**config.mk**
```make
export PLATFORM = sky130hd
export DESIGN_NAME = mem_lsu
export DESIGN_NICKNAME = d
export VERILOG_FILES = /design/src/rtl/mem_lsu.sv
export SDC_FILE = /design/constraint.sdc
export NUM_CORES = 1
export LEC_CHECK = 0
export BUFFER_PORTS_ARGS = -buffer_cell sky130_fd_sc_hd__buf_2
export CORE_AREA = 8 8 185 187
export CTS_CLUSTER_SIZE = 14
export DETAILED_ROUTE_END_ITERATION = 16
export DIE_AREA = 0 0 193 195
export PLACE_DENSITY = 0.64
export SYNTH_ARGS = -nofsm -noshare
export SYNTH_HDL_FRONTEND = slang
export SYNTH_SLANG_ARGS = --single-unit
```
**constraint.sdc**
```tcl
create_clock -name clk -period 6.7 [get_ports clk]
set_clock_uncertainty 0.1 [all_clocks]
set_input_delay 0.67 -clock clk [delete_from_list [all_inputs] [get_ports clk]]
set_output_delay 0.67 -clock clk [all_outputs]
set_load 0.01 [all_outputs]
```
**src/rtl/mem_lsu.sv**
```systemverilog
// Memory-stage load/store unit: turns MEM-stage control fields into a valid/ready data-bus
// request, stalls the pipeline while the access is in flight, and returns extended load data.
module mem_lsu #(
    parameter int unsigned TIMEOUT = 255
) (
    input  logic        clk,
    input  logic        rst,
    input  logic        in_valid,
    input  logic        mem_ena,
    input  logic        mem_wen,
    input  logic [3:0]  mem_mask,
    input  logic [63:0] mem_addr,
    input  logic [63:0] mem_wdata,
    input  logic [1:0]  mem_sel_memdata,
    output logic        dmem_req_valid,
    input  logic        dmem_req_ready,
    output logic [63:0] dmem_addr,
    output logic        dmem_wen,
    output logic [63:0] dmem_wdata,
    output logic [7:0]  dmem_wstrb,
    input  logic        dmem_rsp_valid,
    input  logic [63:0] dmem_rdata,
    output logic        lsu_stall,
    output logic        lsu_done,
    output logic [63:0] lsu_rdata,
    output logic        lsu_misalign,
    output logic        lsu_bus_err
);
    typedef enum logic [1:0] {StIdle, StReq, StWait, StDone} state_e;

    state_e      state_q, state_d;
    logic [7:0]  cnt_q, cnt_d;
    logic [63:0] addr_q, addr_d;
    logic [63:0] wdata_q, wdata_d;
    logic        wen_q, wen_d;
    logic [7:0]  wstrb_q, wstrb_d;
    logic [2:0]  off_q, off_d;
    logic [1:0]  size_q, size_d;
    logic        sext_q, sext_d;
    logic [63:0] rdata_q, rdata_d;

    logic        acc;
    logic        misalign;
    logic [1:0]  size_in;
    logic [7:0]  bmask;
    logic [63:0] shifted;
    logic [63:0] ext_data;

    assign acc = in_valid & mem_ena;

    // size_in is log2 of the access width in bytes; anything not one-hot is a doubleword
    always_comb begin
        case (mem_mask)
            4'b0001: size_in = 2'd0;
            4'b0010: size_in = 2'd1;
            4'b0100: size_in = 2'd2;
            default: size_in = 2'd3;
        endcase
    end

    always_comb begin
        case (size_in)
            2'd0:    bmask = 8'h01;
            2'd1:    bmask = 8'h03;
            2'd2:    bmask = 8'h0F;
            default: bmask = 8'hFF;
        endcase
    end

    assign misalign = ((size_in == 2'd1) & mem_addr[0]) |
                      ((size_in == 2'd2) & (|mem_addr[1:0])) |
                      ((size_in == 2'd3) & (|mem_addr[2:0]));

    assign shifted = dmem_rdata >> {off_q, 3'b000};

    always_comb begin
        case (size_q)
            2'd0:    ext_data = {{56{sext_q & shifted[7]}}, shifted[7:0]};
            2'd1:    ext_data = {{48{sext_q & shifted[15]}}, shifted[15:0]};
            2'd2:    ext_data = {{32{sext_q & shifted[31]}}, shifted[31:0]};
            default: ext_data = shifted;
        endcase
    end

    always_comb begin
        state_d      = state_q;
        cnt_d        = cnt_q;
        addr_d       = addr_q;
        wdata_d      = wdata_q;
        wen_d        = wen_q;
        wstrb_d      = wstrb_q;
        off_d        = off_q;
        size_d       = size_q;
        sext_d       = sext_q;
        rdata_d      = rdata_q;
        lsu_stall    = 1'b0;
        lsu_misalign = 1'b0;
        lsu_bus_err  = 1'b0;
        case (state_q)
            StIdle: begin
                if (acc && misalign) begin
                    lsu_misalign = 1'b1;
                end else if (acc) begin
                    lsu_stall = 1'b1;
                    addr_d    = {mem_addr[63:3], 3'b000};
                    wdata_d   = mem_wdata << {mem_addr[2:0], 3'b000};
                    wen_d     = mem_wen;
                    wstrb_d   = bmask << mem_addr[2:0];
                    off_d     = mem_addr[2:0];
                    size_d    = size_in;
                    sext_d    = (mem_sel_memdata == 2'b00);
                    state_d   = StReq;
                end
            end
            StReq: begin
                lsu_stall = 1'b1;
                if (dmem_req_ready) begin
                    cnt_d   = 8'd0;
                    state_d = StWait;
                end
            end
            StWait: begin
                lsu_stall = 1'b1;
                if (dmem_rsp_valid) begin
                    rdata_d = wen_q ? 64'd0 : ext_data;
                    state_d = StDone;
                end else if (cnt_q == 8'(TIMEOUT)) begin
                    lsu_bus_err = 1'b1;
                    rdata_d     = 64'd0;
                    state_d     = StDone;
                end else begin
                    cnt_d = cnt_q + 8'd1;
                end
            end
            default: state_d = StIdle;
        endcase
    end

    always_ff @(posedge clk) begin
        if (rst) begin
            state_q <= StIdle;
            cnt_q   <= 8'd0;
            addr_q  <= 64'd0;
            wdata_q <= 64'd0;
            wen_q   <= 1'b0;
            wstrb_q <= 8'd0;
            off_q   <= 3'd0;
            size_q  <= 2'd0;
            sext_q  <= 1'b0;
            rdata_q <= 64'd0;
        end else begin
            state_q <= state_d;
            cnt_q   <= cnt_d;
            addr_q  <= addr_d;
            wdata_q <= wdata_d;
            wen_q   <= wen_d;
            wstrb_q <= wstrb_d;
            off_q   <= off_d;
            size_q  <= size_d;
            sext_q  <= sext_d;
            rdata_q <= rdata_d;
        end
    end

    assign dmem_req_valid = (state_q == StReq);
    assign lsu_done       = (state_q == StDone);
    assign dmem_addr      = addr_q;
    assign dmem_wen       = wen_q;
    assign dmem_wdata     = wdata_q;
    assign dmem_wstrb     = wstrb_q;
    assign lsu_rdata      = rdata_q;

endmodule

```
==> results of run 1 <==
-- where the power goes --
| part | total (mW) | internal (mW) | switching (mW) |
|---|---|---|---|
| registers | 1.30 | 1.29 | 0.0135 |
| logic | 0.378 | 0.153 | 0.225 |
| clock network | 1.53 | 0.966 | 0.566 |
-- layout make-up --
cell class                 instances  area, µm²
inverter                           9      33.78
fill                            3181      17050
antenna                            2      5.005
clock inverter                     8      175.2
timing repair buffer             419       2132
multi-input combinational       1003       6291
tap                              402      503.0
clock buffer                      37      750.7
sequential                       214       4287
-- state kept, by name, indices dropped and copies added (netlist names) --
signal / cells
cnt_q: 8
dmem_wstrb: 8
dmem_wdata: 64
state_q: 2
dmem_addr: 61
off_q: 3
lsu_rdata: 64
size_q: 2
dmem_wen: 1
sext_q: 1
-- cells in the mapped netlist (12+ instances only) --
master	instances	share of area [%]
sky130_fd_sc_hd__or3_1	12	0.68
sky130_fd_sc_hd__nor3_1	12	0.54
sky130_fd_sc_hd__mux4_2	34	6.9
sky130_fd_sc_hd__a211oi_1	31	2.1
sky130_fd_sc_hd__o21ai_0	68	3.1
sky130_fd_sc_hd__clkbuf_1	82	2.8
sky130_fd_sc_hd__dfxtp_1	214	39
sky130_fd_sc_hd__nor2_1	163	5.5
sky130_fd_sc_hd__nor2b_1	13	0.74
sky130_fd_sc_hd__a21oi_1	169	7.7
sky130_fd_sc_hd__mux2_2	17	1.7
sky130_fd_sc_hd__a22oi_1	26	1.8
sky130_fd_sc_hd__buf_2	21	0.95
sky130_fd_sc_hd__o22ai_1	21	1.2
sky130_fd_sc_hd__mux2i_1	73	6.6
sky130_fd_sc_hd__nand2_1	220	7.5
-- metrics by stage --
step,hold slack [ns],util [%],cells
after global placement,0.3301,42.42,2047
final,0.2720,45.40,2094
after global routing,0.2574,45.39,2093
after CTS,0.2533,45.38,2092
after floorplan,0.3584,-,1343
after detailed placement,0.3381,42.42,2047
-- logic make-up (layout without fill, tap and decap cells) --
group | after synthesis | count (layout)
AO/OA/AOI/OAI | 377 | 377
XOR/XNOR | 10 | 10
adder cells (fa/ha/maj) | 5 | 5
buffers and inverters | 126 | 473
flip-flops | 214 | 214
multiplexers | 124 | 124
other | 1 | 5
AND/OR/NAND/NOR | 484 | 484
-- per-layer routing --
metal / GRT usage (%) / share of wire, % / wire (µm)
met5: 0 / 0.041 / 18
met3: 6.201 / 10 / 4485
met1: 26.98 / 40 / 17550
met2: 36.02 / 46 / 20240
met4: 6.811 / 3.0 / 1319
-- worst paths after layout --
check | slack, ns | startpoint | cells after the start | to
max | 3.03 | off_q[0] | 6 | lsu_rdata[60]
min | 0.27 | mem_addr[28] | 3 | dmem_addr[28]
max reg2reg | 3.03 | off_q[0] | 6 | lsu_rdata[60]
min reg2reg | 0.35 | dmem_wdata[21] | 2 | dmem_wdata[21]
-- critical path, stage by stage (launching register included) --
cell and delay [ns]:
sky130_fd_sc_hd__dfxtp_2 0.79, sky130_fd_sc_hd__buf_4 0.51, sky130_fd_sc_hd__or2_2 0.44, sky130_fd_sc_hd__nor2_1 0.13
sky130_fd_sc_hd__o31a_1 0.34, sky130_fd_sc_hd__o31ai_4 0.93, sky130_fd_sc_hd__o21ai_0 0.22
==> reports/results.txt, run 1 <==
Number of antenna violations at the first check in global routing: 3. Routability-driven placement finished with a final weighted congestion of 0.9856. For the worst-skew pair, the clock arrives at the later sink with an insertion delay of 0.53 ns. The required time of the critical path came out at 6.96 ns.

The worst setup path is captured at a flip-flop. The first-pass iteration count of the detailed router is 5. The global-route wire length before repair came out at 65.23 mm. In this run the power density over the cells is 226.7 mW/mm².

The region available for standard cell placement spans 0.03123 mm². The most used flip-flop cell after synthesis was sky130_fd_sc_hd__dfxtp_1. The synthesized area per cell is 8.243 µm². In this run, synthesis produced a sequential element count of 214. The run gives 66 as the unique cell type count in the Yosys netlist. In the finished design, the share of the clock period the worst path needs comes to 54.83%.

Setup repair after global routing left no endpoint under its margin. The sum of negative setup slack came out at 0 ns. The logs give 0.03764 mm² for the area of the die and 0.01105 mm² for the summed instance area of the synthesized netlist. The worst vdd rail ir drop is 133.9 µV, and the post-synthesis adder-cell area fraction is 0.5659%.

Across the run, the number of max-cap violations was 0. The portion of synthesized area spent on multiplexers is 15.27%. The final-report hold violation count came out at 0. The total routed wirelength is 43.60 mm. The startpoint-to-endpoint class of the critical path was reg2reg. Measured against its own limit, the worst slew margin works out to 21.33%. The tools report the number of hold-repair buffers added at the cts stage as 0. The tools report the number of pins with negative max-slew slack in the final report as 0. The global-route congestion overflow total was 0; the via count of the first global-routing pass was 11130. The synthesized design contains 0 enable-type register cells. Of the cells placed in the final design, the portion with a size suffix greater than 1 is 31.66%. The run gives 1341 as the number of cells produced by synthesis.

Remaining routing DRC violations: 0. Relative to the synthesized area, the layout overhead comes to 28.25%. TritonCTS built the clock tree.

No sink is reached through more buffers than the 3 on the longest clock path. Setup violations remaining at the end of the flow were counted as 0. From left edge to right edge, the die measures 193 µm. The wire-length estimate of the detail-placed layout is 32.52 mm. The routed layout has 11450 vias. The detailed-route wire length per cell is 20.82 µm. The tools report the root buffer cell as sky130_fd_sc_hd__clkbuf_16. After Yosys synthesis, XOR and XNOR cells account for 0.7923% of the synthesized area.

The run finished with clean final reports. The logs give 6.048 nW for the static leakage and 38.75% for the sequential fraction of the synthesis area. Number of rows created at floorplan: 65.

For this run, asynchronously set or reset flops after synthesis account for 0%. Entering global routing, the biggest net connects 105 pins. The count of nets left with antenna violations once routing finished came out at 0. Combinational family with the most area after synthesis: compound AO/OA/AOI/OAI gates. In this run, post-CTS repair resized a total of 0 instances. CTS saw 214 sinks. The logs give 0.01325 mm² for the cell area reported after detailed placement and 272.2 MHz for the timing-limited maximum frequency. After clock tree synthesis, the setup repair step added 0 buffers.

Global routing used 21.79% of the available tracks. Across all setup checks in the final design, the least slack found is 3.026 ns. The completed layout was analyzed and its total power is 3.214 mW.

The floorplan die height came out at 195 µm. The synthesized-area fraction occupied by ao, oa, aoi and oai cells is 20.84%, and the initial DRC count is 1014. The TritonCTS buffer count is 25, and the post-CTS clock slew at the launch and capture registers of the worst setup and hold paths is 0.06 ns.

The leading cell type in the layout, fill and taps excluded is sky130_fd_sc_hd__buf_2. The tools report the total non-filler cell area in the finished layout as 0.01418 mm². For the pin with the worst max-slew slack, the measured transition is 1.180 ns. Counting I/O delays and the setup requirement, the final critical path takes 3.674 ns. The maximum level of the CTS H-tree came out at 1. The number of nets in the layout was 1882. The tools report the startpoint class of the critical path as a flip-flop. The tightest min-delay check is of the in2reg type. For the worst setup path, the data arrival time is 3.93 ns. For this run, the number of Yosys warnings is 0. Of all nets on the critical path, the largest fanout is 37. In the routed layout, each cell is associated on average with a via count of 5.467. During I/O placement, the number of pins put on the boundary was 411.

In this run the tool buffered the top-level ports with 407 buffer cells. The simple-gate share of the synthesized area works out to 18.99%. The top cell types in the final layout, fill and taps aside, are sky130_fd_sc_hd__buf_2, sky130_fd_sc_hd__nand2_1, sky130_fd_sc_hd__dfxtp_1. The starting density of the core was 35.40%. The tools report the worst slack at placement as 2.870 ns.
Note: power is estimated with default switching activity, not from simulation.
==> run 2, diff against run 1 <==
==> constraint.sdc (replaced) <==
create_clock -name clk -period 3.4 [get_ports clk]
set_clock_uncertainty 0.1 [all_clocks]
set_input_delay 0.34 -clock clk [delete_from_list [all_inputs] [get_ports clk]]
set_output_delay 0.34 -clock clk [all_outputs]
set_load 0.01 [all_outputs]
==> run 2 against run 1 <==
Net effect: sequential share of layout area shrank 1.6 points; worst setup slack got worse by 2.6 ns; worst hold slack got worse by 0.25 ns; largest power group unchanged; critical path depth rose by 1; fmax up 25%; first-iteration DRC count decreased by 15%; core utilization grew 2.5 points; sequential cell count is the same; register-to-register slack worse by 2.6 ns; cell count grew 4.2%; die area unchanged.
==> reports/results.txt, run 2 (same netlist as run 1, synthesis figures left out) <==
For the footprint of the flip-flops and latches, the log shows 0.004287 mm² (unchanged). For the number of inserted filler cells in the final layout, the log shows 3099 (was 3181). Multi-input gate area in the final layout: 0.006286 mm² (was 0.006291 mm²).

Kind of path behind the tightest hold check: in2reg (unchanged). Ordered list of cells on the worst path: inv_1 -> ha_1 -> nand3_1 -> a221oi_1 -> nand3_1 -> o22ai_1 -> nor2_1 (was buf_4 -> or2_2 -> nor2_1 -> o31a_1 -> o31ai_4 -> o21ai_0). Most common cell type on the critical path: sky130_fd_sc_hd__nand3_1. The count of final setup violators came out at 0 (unchanged). The tools report the clock group share of total power as 45.9% (was 47.7%). The switching part of the total is 25.78% (was 25.01%). The run gives 91 (was 105) as the maximum number of pins on one net before global-route repair.

The via-per-instance ratio was 5.452 (was 5.467); the count of nets left with antenna violations after detail routing was 0 (unchanged). The logs give 4.654 mW (was 2.410 mW) for the internal portion of total power and 0 (unchanged) for the total of max-cap violations. The start point of the worst min-delay path was mem_wdata[7] (was mem_addr[28]). Number of non-filler instances in the completed layout: 2181 (was 2094). For the maximum level of the CTS H-tree, the log shows 1 (unchanged).

Via count: 11890 (was 11450). The sum of negative setup slack is 0 ns (unchanged). The tools report the largest buffer count on any clock path as 3 (unchanged).

The global-route wire length before repair was 68.13 mm (was 65.23 mm); the final-report hold violation count was 0 (unchanged). Worst hold path endpoint: dmem_wdata[39] (was dmem_addr[28]). For the static leakage, the log shows 6.386 nW (was 6.048 nW).

The run finished with clean final reports. The timing-limited maximum frequency is 340.3 MHz (was 272.2 MHz), and the number of rows created at floorplan is 65 (unchanged). The family with the most delay on the worst path was simple AND/OR/NAND/NOR gates (was compound AO/OA/AOI/OAI gates).

The run gives 0.03123 mm² (unchanged) as the floorplan core area. The TritonCTS buffer count came out at 27 (was 25). The slowest stage cell on the critical path was sky130_fd_sc_hd__nand3_1 (was sky130_fd_sc_hd__o31ai_4). The floorplan die height is 195 µm (unchanged). The x dimension of the die is 193 µm (unchanged).

The logs give 0 (unchanged) for the remaining routing DRC violations and 22.73% (was 21.79%) for the total global-route track usage. Total routed wirelength: 45.46 mm (was 43.60 mm). Destination of the worst register-to-register timing path: dmem_wdata[62] (was lsu_rdata[60]).

The leading cell type in the layout, fill and taps excluded is sky130_fd_sc_hd__buf_2 (unchanged). The tools report the required time of the critical path as 3.71 ns (was 6.96 ns). Startpoint class of the critical path: a flip-flop (unchanged). The final cell utilization of the core was 47.89% (was 45.40%). For the cell area reported after detailed placement, the log shows 0.01338 mm² (was 0.01325 mm²).

The tools report the number of nets in the layout as 1964 (was 1882). The tools report the startpoint of the worst register-to-register path as state_q[0] (was off_q[0]). The post-CTS clock slew at the launch and capture registers of the worst setup and hold paths was 0.06 ns (about the same); the number of antenna violations at the first check in global routing was 6 (was 3).

The tools report the max-slew headroom at the worst pin as 28.76% (was 21.33%). Setup repair after global routing left no endpoint under its margin. The sort of element at the end of the critical path is a flip-flop (unchanged).

Global-route congestion overflow total: 0 (unchanged). For the post-DP HPWL, the log shows 33.48 mm (was 32.52 mm). Peak-usage layer in the global routing report: met2 (unchanged). The detailed-route wire length per cell was 20.84 µm (was 20.82 µm). The actual slew at the worst max-slew pin works out to 1.069 ns (was 1.180 ns). The synthesis-to-layout area growth came out at 35.30% (was 28.25%).

The area of the die is 0.03764 mm² (unchanged). The time the final worst path needs with I/O delays and setup is 2.938 ns (was 3.674 ns), and the total power is 6.270 mW (was 3.214 mW). The arrival time reported for the critical path endpoint came out at 3.25 ns (was 3.93 ns). Startpoint-to-endpoint class of the critical path: reg2reg (unchanged). The total non-filler cell area in the finished layout was 0.01496 mm² (was 0.01418 mm²); the first-pass iteration count of the detailed router was 5 (unchanged).

Largest driver fanout on the critical path: 13 (was 37). Worst reg2reg path depth: 7 (was 6). TritonCTS built the clock tree. Number of sinks driven by the clock tree: 214 (unchanged). The insertion delay of the later-clocked pin in the worst-skew pair came out at 0.53 ns (about the same). The fraction of layout cells with a size suffix above 1 is 31.09% (was 31.66%), and the met3 track demand over resource is 6.183% (was 6.201%).

The cell count after placement came out at 2061 (was 2047). The logs give 13.1% (was 11.7%) for the share of total power in combinational logic and 1.616 mW (was 0.8039 mW) for the switching power of the nets. The sum of buffers and inverters on the critical path works out to 1 (unchanged). The logs give 0.9110 (was 0.9856) for the routability congestion estimate from global placement and 861 (was 1014) for the initial DRC count. The number of gates resized after CTS is 0 (unchanged), and the delay of the slowest cell on the worst path is 0.66 ns (was 0.93 ns).

The root buffer cell was sky130_fd_sc_hd__clkbuf_16 (unchanged). Worst hold path cell count: 3 (unchanged). The via count of the first global-routing pass is 11890 (was 11130). Leading cell types in the layout, fill and taps excluded: sky130_fd_sc_hd__buf_2, sky130_fd_sc_hd__nand2_1, sky130_fd_sc_hd__dfxtp_1 (unchanged). The met2 global-route usage was 37.53% (was 36.02%); the count of input and output buffers was 407 (unchanged). For the number of pins with negative max-slew slack in the final report, the log shows 0 (unchanged). The worst vdd rail ir drop is 389.5 µV (was 133.9 µV). The number of buffers inserted by post-CTS setup repair was 0 (unchanged); the internal reg-to-reg setup slack was 0.46 ns (was 3.03 ns). The tools report the starting density of the core as 35.40% (unchanged). The number of I/O pins was 411 (unchanged); the share of the clock period used by the worst path after layout was 86.42% (was 54.83%).

The power per cell area is 419.2 mW/mm² (was 226.7 mW/mm²). The run gives 41.0% (was 40.6%) as the part of the power in registers. The met1 usage came out at 27.53% (was 26.98%).
==> run 2: what timing repair did <==
action	4_1_cts	5_1_grt
hold buffers	66	0
hold endpoints to repair	66	0
endpoints found under the setup margin	0	0
==> run 2: power groups by stage <==
stage | Clock, mW | Combinational [mW] | Sequential, mW
after floorplan | 0 | 0.412 | 2.63
after global placement | 0 | 0.742 | 2.62
after detailed placement | 0 | 0.749 | 2.62
final | 2.88 | 0.823 | 2.57
after CTS | 2.95 | 0.813 | 2.57
after global routing | 3.06 | 0.883 | 2.57
==> run 2: worst max path at each step <==
stage | startpoint | to | slack [ns] | cells after the start
3_3_place_gp | state_q[0] | dmem_wdata[62] | 0.62 | 7
5_1_grt | state_q[1] | sext_q | 0.30 | 7
3_5_place_dp | state_q[1] | dmem_wdata[62] | 0.54 | 7
6_report | state_q[0] | dmem_wdata[62] | 0.46 | 7
4_1_cts | state_q[1] | sext_q | 0.45 | 7
2_1_floorplan | mem_mask[0] | lsu_stall | 0.79 | 8
==> run 2: routing by layer <==
metal	vias up	share of wire [%]	wire, µm
met5	-	0	0
met4	0	3.8	1721
met3	105	10	4578
met2	610	46	21030
met1	5562	40	18130
li1	5614	-	-
==> run 2: per-stage QoR <==
step,setup slack (ns),hold slack (ns)
global route,0.2993,0.01589
detailed placement,0.5450,0.3390
global placement,0.6198,0.3315
CTS,0.4450,0.0003106
finish,0.4617,0.02325
floorplan,0.7917,0.3584
==> run 2: worst min-delay path: cells and delay by family <==
family	cells	cell delay [ns]
AO/OA/AOI/OAI	1	0.06
AND/OR/NAND/NOR	1	0.07
buffers and inverters	1	0.14
==> run 2: cell type report <==
cell class	instances	share of cell area, %
Clock inverter	10	0.7445
Timing Repair Buffer	499	19.63
Inverter	9	0.2259
Antenna cell	7	0.1171
Tap cell	402	3.363
Multi-Input combinational cell	1003	42.03
Clock buffer	37	5.237
Sequential cell	214	28.66
